### src/rtl/reg_stack_ctrl_pkg.sv
`default_nettype none
// ============================================================================
// Module      : reg_stack_ctrl_pkg
// Description : Shared sizing defaults and register-number helpers for the
//               register stack request sequencer.
// Revision    : 1.0 - initial release
// ============================================================================
package reg_stack_ctrl_pkg;

  localparam int NIB_SIZE_DEF       = 4;
  localparam int WORD_SIZE_DEF      = 16;
  localparam int REG_STACK_SIZE_DEF = 16;

  // True when the register number maps onto real storage that may be strobed.
  function automatic logic reg_live(input logic [31:0] num,
                                    input int unsigned size,
                                    input logic        zero_reg);
    return (num < size) && !(zero_reg && (num == 32'd0));
  endfunction

endpackage
`default_nettype wire

### src/rtl/reg_stack_ctrl.sv
`default_nettype none
// ============================================================================
// Module      : reg_stack_ctrl
// Description : Valid/ready request sequencer driving the strobe-clocked
//               register stack port. Optional macro REG_STACK_CTRL_ZERO_REG_EN
//               hard-wires register 0 to zero.
// Revision    : 1.0 - initial release
// ============================================================================
module reg_stack_ctrl
  import reg_stack_ctrl_pkg::*;
#(
  parameter int NIB_SIZE       = NIB_SIZE_DEF,
  parameter int WORD_SIZE      = WORD_SIZE_DEF,
  parameter int REG_STACK_SIZE = REG_STACK_SIZE_DEF
) (
  input  logic                 clk,
  input  logic                 reset,
  input  logic                 wr_valid,
  output logic                 wr_ready,
  input  logic [NIB_SIZE-1:0]  wr_num,
  input  logic [WORD_SIZE-1:0] wr_val,
  input  logic                 rd_valid,
  output logic                 rd_ready,
  input  logic [NIB_SIZE-1:0]  rd_num1,
  input  logic [NIB_SIZE-1:0]  rd_num2,
  output logic                 res_valid,
  input  logic                 res_ready,
  output logic [WORD_SIZE-1:0] res_out1,
  output logic [WORD_SIZE-1:0] res_out2,
  output logic [NIB_SIZE-1:0]  rs_num1,
  output logic [NIB_SIZE-1:0]  rs_num2,
  output logic [NIB_SIZE-1:0]  rs_setnum,
  output logic [WORD_SIZE-1:0] rs_setval,
  output logic                 rs_get_clk,
  output logic                 rs_set_clk,
  input  logic [WORD_SIZE-1:0] rs_out1,
  input  logic [WORD_SIZE-1:0] rs_out2
);

`ifdef REG_STACK_CTRL_ZERO_REG_EN
  localparam logic c_zero_reg_en = 1'b1;
`else
  localparam logic c_zero_reg_en = 1'b0;
`endif

  typedef enum logic [2:0] {
    S_IDLE    = 3'd0,
    S_W_SETUP = 3'd1,
    S_W_PULSE = 3'd2,
    S_R_SETUP = 3'd3,
    S_R_PULSE = 3'd4,
    S_R_CAPT  = 3'd5,
    S_R_DONE  = 3'd6
  } state_t;

  state_t r_state;
  logic   r_wr_live;
  logic   r_rd_live1;
  logic   r_rd_live2;

  logic w_wr_live;
  logic w_rd_live1;
  logic w_rd_live2;

  assign w_wr_live  = reg_live(32'(wr_num),  REG_STACK_SIZE, c_zero_reg_en);
  assign w_rd_live1 = reg_live(32'(rd_num1), REG_STACK_SIZE, c_zero_reg_en);
  assign w_rd_live2 = reg_live(32'(rd_num2), REG_STACK_SIZE, c_zero_reg_en);

  assign wr_ready = (r_state == S_IDLE) && !reset;
  assign rd_ready = (r_state == S_IDLE) && !reset;

  always_ff @(posedge clk) begin
    if (reset) begin
      r_state    <= S_IDLE;
      r_wr_live  <= 1'b0;
      r_rd_live1 <= 1'b0;
      r_rd_live2 <= 1'b0;
      res_valid  <= 1'b0;
      res_out1   <= '0;
      res_out2   <= '0;
      rs_num1    <= '0;
      rs_num2    <= '0;
      rs_setnum  <= '0;
      rs_setval  <= '0;
      rs_get_clk <= 1'b0;
      rs_set_clk <= 1'b0;
    end else begin
      case (r_state)
        S_IDLE: begin
          // Writes are older in program order, so they win a simultaneous request.
          if (wr_valid) begin
            rs_setnum <= wr_num;
            rs_setval <= wr_val;
            r_wr_live <= w_wr_live;
            r_state   <= S_W_SETUP;
          end else if (rd_valid) begin
            rs_num1    <= rd_num1;
            rs_num2    <= rd_num2;
            r_rd_live1 <= w_rd_live1;
            r_rd_live2 <= w_rd_live2;
            r_state    <= S_R_SETUP;
          end
        end
        S_W_SETUP: begin
          rs_set_clk <= r_wr_live;
          r_state    <= S_W_PULSE;
        end
        S_W_PULSE: begin
          rs_set_clk <= 1'b0;
          r_state    <= S_IDLE;
        end
        S_R_SETUP: begin
          rs_get_clk <= 1'b1;
          r_state    <= S_R_PULSE;
        end
        S_R_PULSE: begin
          rs_get_clk <= 1'b0;
          r_state    <= S_R_CAPT;
        end
        S_R_CAPT: begin
          res_out1  <= r_rd_live1 ? rs_out1 : '0;
          res_out2  <= r_rd_live2 ? rs_out2 : '0;
          res_valid <= 1'b1;
          r_state   <= S_R_DONE;
        end
        S_R_DONE: begin
          if (res_ready) begin
            res_valid <= 1'b0;
            r_state   <= S_IDLE;
          end
        end
        default: begin
          rs_get_clk <= 1'b0;
          rs_set_clk <= 1'b0;
          res_valid  <= 1'b0;
          r_state    <= S_IDLE;
        end
      endcase
    end
  end

endmodule
`default_nettype wire

### config.mk
export PLATFORM = sky130hd
export DESIGN_NAME = reg_stack_ctrl
export DESIGN_NICKNAME = d
export VERILOG_FILES = /design/src/rtl/reg_stack_ctrl_pkg.sv /design/src/rtl/reg_stack_ctrl.sv
export SDC_FILE = /design/constraint.sdc
export NUM_CORES = 1
export LEC_CHECK = 0
export ABC_AREA = 1
export BUFFER_PORTS_ARGS = -buffer_cell sky130_fd_sc_hd__buf_2
export CAP_MARGIN = 20
export CORE_MARGIN = 8
export CORE_UTILIZATION = 47
export CTS_BUF_LIST = sky130_fd_sc_hd__clkbuf_8
export CTS_CLUSTER_DIAMETER = 80
export DETAILED_ROUTE_END_ITERATION = 16
export PLACE_DENSITY = 0.81
export SLEW_MARGIN = 10
export SYNTH_ARGS = -nofsm -noshare
export SYNTH_HDL_FRONTEND = slang
export SYNTH_SLANG_ARGS = --single-unit
export TNS_END_PERCENT = 50
### constraint.sdc
create_clock -name clk -period 1.6 [get_ports clk]
set_clock_uncertainty 0.05 [all_clocks]
set_input_delay 0.24 -clock clk [delete_from_list [all_inputs] [get_ports clk]]
set_output_delay 0.24 -clock clk [all_outputs]
set_load 0.01 [all_outputs]
==> run_results.csv <==
group,metric,value,unit
placed_design,gp_congestion,0.836,
die,initial_core_util,48.8,%
grt,grt_pass1_wl,13000,um
logic_synthesis,synthCells,340,
grt,antenna_found_initial,0,
pwr,power.share.sequential,48.4,%
logic_synthesis,syn_area,0.00269,mm^2
sta,maxSlewViolCount,0,
pwr,p_sw_share,29.4,%
logic_synthesis,synth_cell_types,22,
die,ios,130,
grt,grt_pass1_vias,2853,
cells_and_area,diodes,0,
sta,slew_headroom,76.7,%
clock_tree,cts_buffer_depth,2,
clock_tree,cts_root_buffer,"clkbuf_8",
cells_and_area,fillers,465,
pwr,p_clk_share,31.5,%
drt,ant_nets,0,
sta,fin_ws,0.133,ns
sta,fmax,0.682,GHz
logic_synthesis,synth-seq-cells,68,
clock_tree,clkLatencyLatePin,0.32,ns
sta,period_needed,1.47,ns
cells_and_area,drive_gt1_share,37.1,%
sta,rsz0062_at_grt,"false",
logic_synthesis,ys_seq_area_share,50.6,%
pwr,intPower,2.70,mW
drt,vias,2761,
worst_setup_path,cp.arrival,1.18,ns
worst_setup_path,crit_path_max_fanout,5,
logic_synthesis,synthTopCellsByCount,"nand2_1, dfxtp_1, a21oi_1, nand4_1, nand3_1",
grt,grtUsageTotal,18.2,%
job,maxCapViolCount,0,
worst_setup_path,endpoint_kind,"output port",
placed_design,hpwl,5420,um
sta,setup_viol,0,
drt,drc,0,
clock_tree,clk_pin_slew,0.07,ns
logic_synthesis,syn_area_per_cell,7.91,um^2
logic_synthesis,syn_nets,405,
drt,dr.pass1.iters,4,
clock_tree,cts_tree,"done",
logic_synthesis,synthArstFlopShare,0,%
clock_tree,ctsHtreeMaxLevel,3,
drt,viasPerCell,5.13,
die,row_count,27,
clock_tree,hold_buffers,0,
drt,routedWlPerCell,14.1,um
sta,worst_pin_slew,0.349,ns
die,core,0.00551,mm^2
worst_setup_path,cp-start-kind,"flop",
grt,gr-total-overflow,0,
sta,hold_viol_final,0,
worst_setup_path,required,1.31,ns
pwr,peakVddDrop,0.681,mV
logic_synthesis,synth_top_area_cell,"dfxtp_1",
pwr,p_leak,1.65,nW
die,die_y,91.6,um
run_status,status,"completed",
logic_synthesis,synth.area.top_cells,"dfxtp_1, nand2_1, a21oi_1",
clock_tree,cts_buffers,9,
logic_synthesis,yosysTopAreaCellShare,50.6,%
drt,drt_wl_total,7610,um
drt,drtIter0Drc,100,
pwr,switching_power,1.12,mW
die,die_x,91.6,um
pwr,pwr-share-comb,20.2,%
die,die_area,0.00840,mm^2
cells_and_area,area_delta_synth_final,31.5,%
sta,timing.final.crit_share,91.7,%
cells_and_area,regArea,0.00136,mm^2
placed_design,place_ws,0.316,ns
cells_and_area,final_nets,527,
pwr,power_density,1080,mW/mm^2
worst_setup_path,crit_type,"reg -> out",
logic_synthesis,synth_edf_count,0,
min_path,hold_path.class,"in -> reg",
cells_and_area,multi_input_area,0.00110,mm^2
sta,fin_tns_setup,0,ns
clock_tree,cts_sinks,68,
grt,grt_max_degree,35,
logic_synthesis,synthFlopType,"dfxtp_1",
logic_synthesis,synth.most_common_cell,"nand2_1",
logic_synthesis,synth_warnings,0,
placed_design,io_buffer_count,129,
[per-layer routing]
metal  track usage (%)  up-vias  wire, um
met5                 0        -         0
met4              6.41        0       113
met3              8.96       13       828
met2              29.2      103      3390
met1              20.4     1266      3280
li1                  -     1379         -
[final timing paths]
check | endpoint | cells past startpoint | from | slack [ns]
max | wr_ready | 4 | r_state[0]$_SDFFE_PP0P_ | 0.13
min | res_out1[13]$_SDFFE_PP0N_ | 3 | rs_out1[13] | 0.13
max reg2reg | rs_setnum[3]$_SDFFE_PP0P_ | 7 | r_state[2]$_SDFFE_PP0P_ | 0.30
min reg2reg | r_wr_live$_SDFFE_PP0P_ | 2 | r_wr_live$_SDFFE_PP0P_ | 0.40
[logic make-up after synthesis]
| family | Yosys count | share of synthesized area [%] |
|---|---|---|
| AND/OR/NAND/NOR | 166 | 29.6 |
| flip-flops | 68 | 50.6 |
| AO/OA/AOI/OAI | 59 | 11.0 |
| buffers and inverters | 47 | 8.70 |
[placed cells by master, fill, tap and decap left out, types with 2 or more instances in the layout]
cell type and instances:
a21oi_1 58, buf_2 129, buf_4 12, clkbuf_8 11, clkinv_2 2, dfxtp_1 68, inv_1 14, inv_2 2
nand2_1 80, nand3_1 23, nand4_1 33, nor2_1 13, nor2_2 10, nor2_4 2, nor3_1 2
[power groups by stage]
| stage | combinational (mW) | clock (mW) | sequential (mW) |
|---|---|---|---|
| detailed placement | 0.771 | 0 | 1.89 |
| global placement | 0.757 | 0 | 1.89 |
| floorplan | 0.477 | 0 | 1.91 |
| global route | 0.862 | 1.31 | 1.86 |
| finish | 0.772 | 1.20 | 1.85 |
| CTS | 0.775 | 1.24 | 1.85 |
[stage by stage]
stage | hold WS [ns] | total power [mW] | instance area, um^2 | utilization, % | instances
floorplan | 0.355 | 2.39 | 2690 | - | 340
global placement | 0.394 | 2.64 | 3360 | 61.1 | 523
detailed placement | 0.401 | 2.66 | 3360 | 61.1 | 523
CTS | 0.109 | 3.87 | 3530 | 64.1 | 538
global route | 0.123 | 4.03 | 3530 | 64.2 | 538
finish | 0.126 | 3.83 | 3530 | 64.2 | 538
[critical path: stages (launching register included)]
cell and delay, ns:
dfxtp_1 0.36, nor2_4 0.16, nand2_4 0.09, nor2_2 0.11, buf_2 0.14
[area by class of cell]
type	count	share of cell area, %
multi-input combinational	225	31.0
tap	72	2.55
clock inverter	4	0.496
timing repair buffer	142	21.4
sequential	68	38.5
clock buffer	11	4.28
inverter	16	1.77
[timing repair]
action                                  in CTS  in global routing
endpoints found under the setup margin       0                  2
resized for setup                            0                  1
setup buffers                                0                  0
[sequential cells by signal, summed over array words and instances, names as in the netlist]
register	count
rs_set_clk	1
res_out1	16
rs_get_clk	1
r_rd_live2	1
rs_num1	4
rs_num2	4
res_valid	1
rs_setval	16
res_out2	16
r_state	3
rs_setnum	4
r_wr_live	1
(Power assumes the default switching activity.)
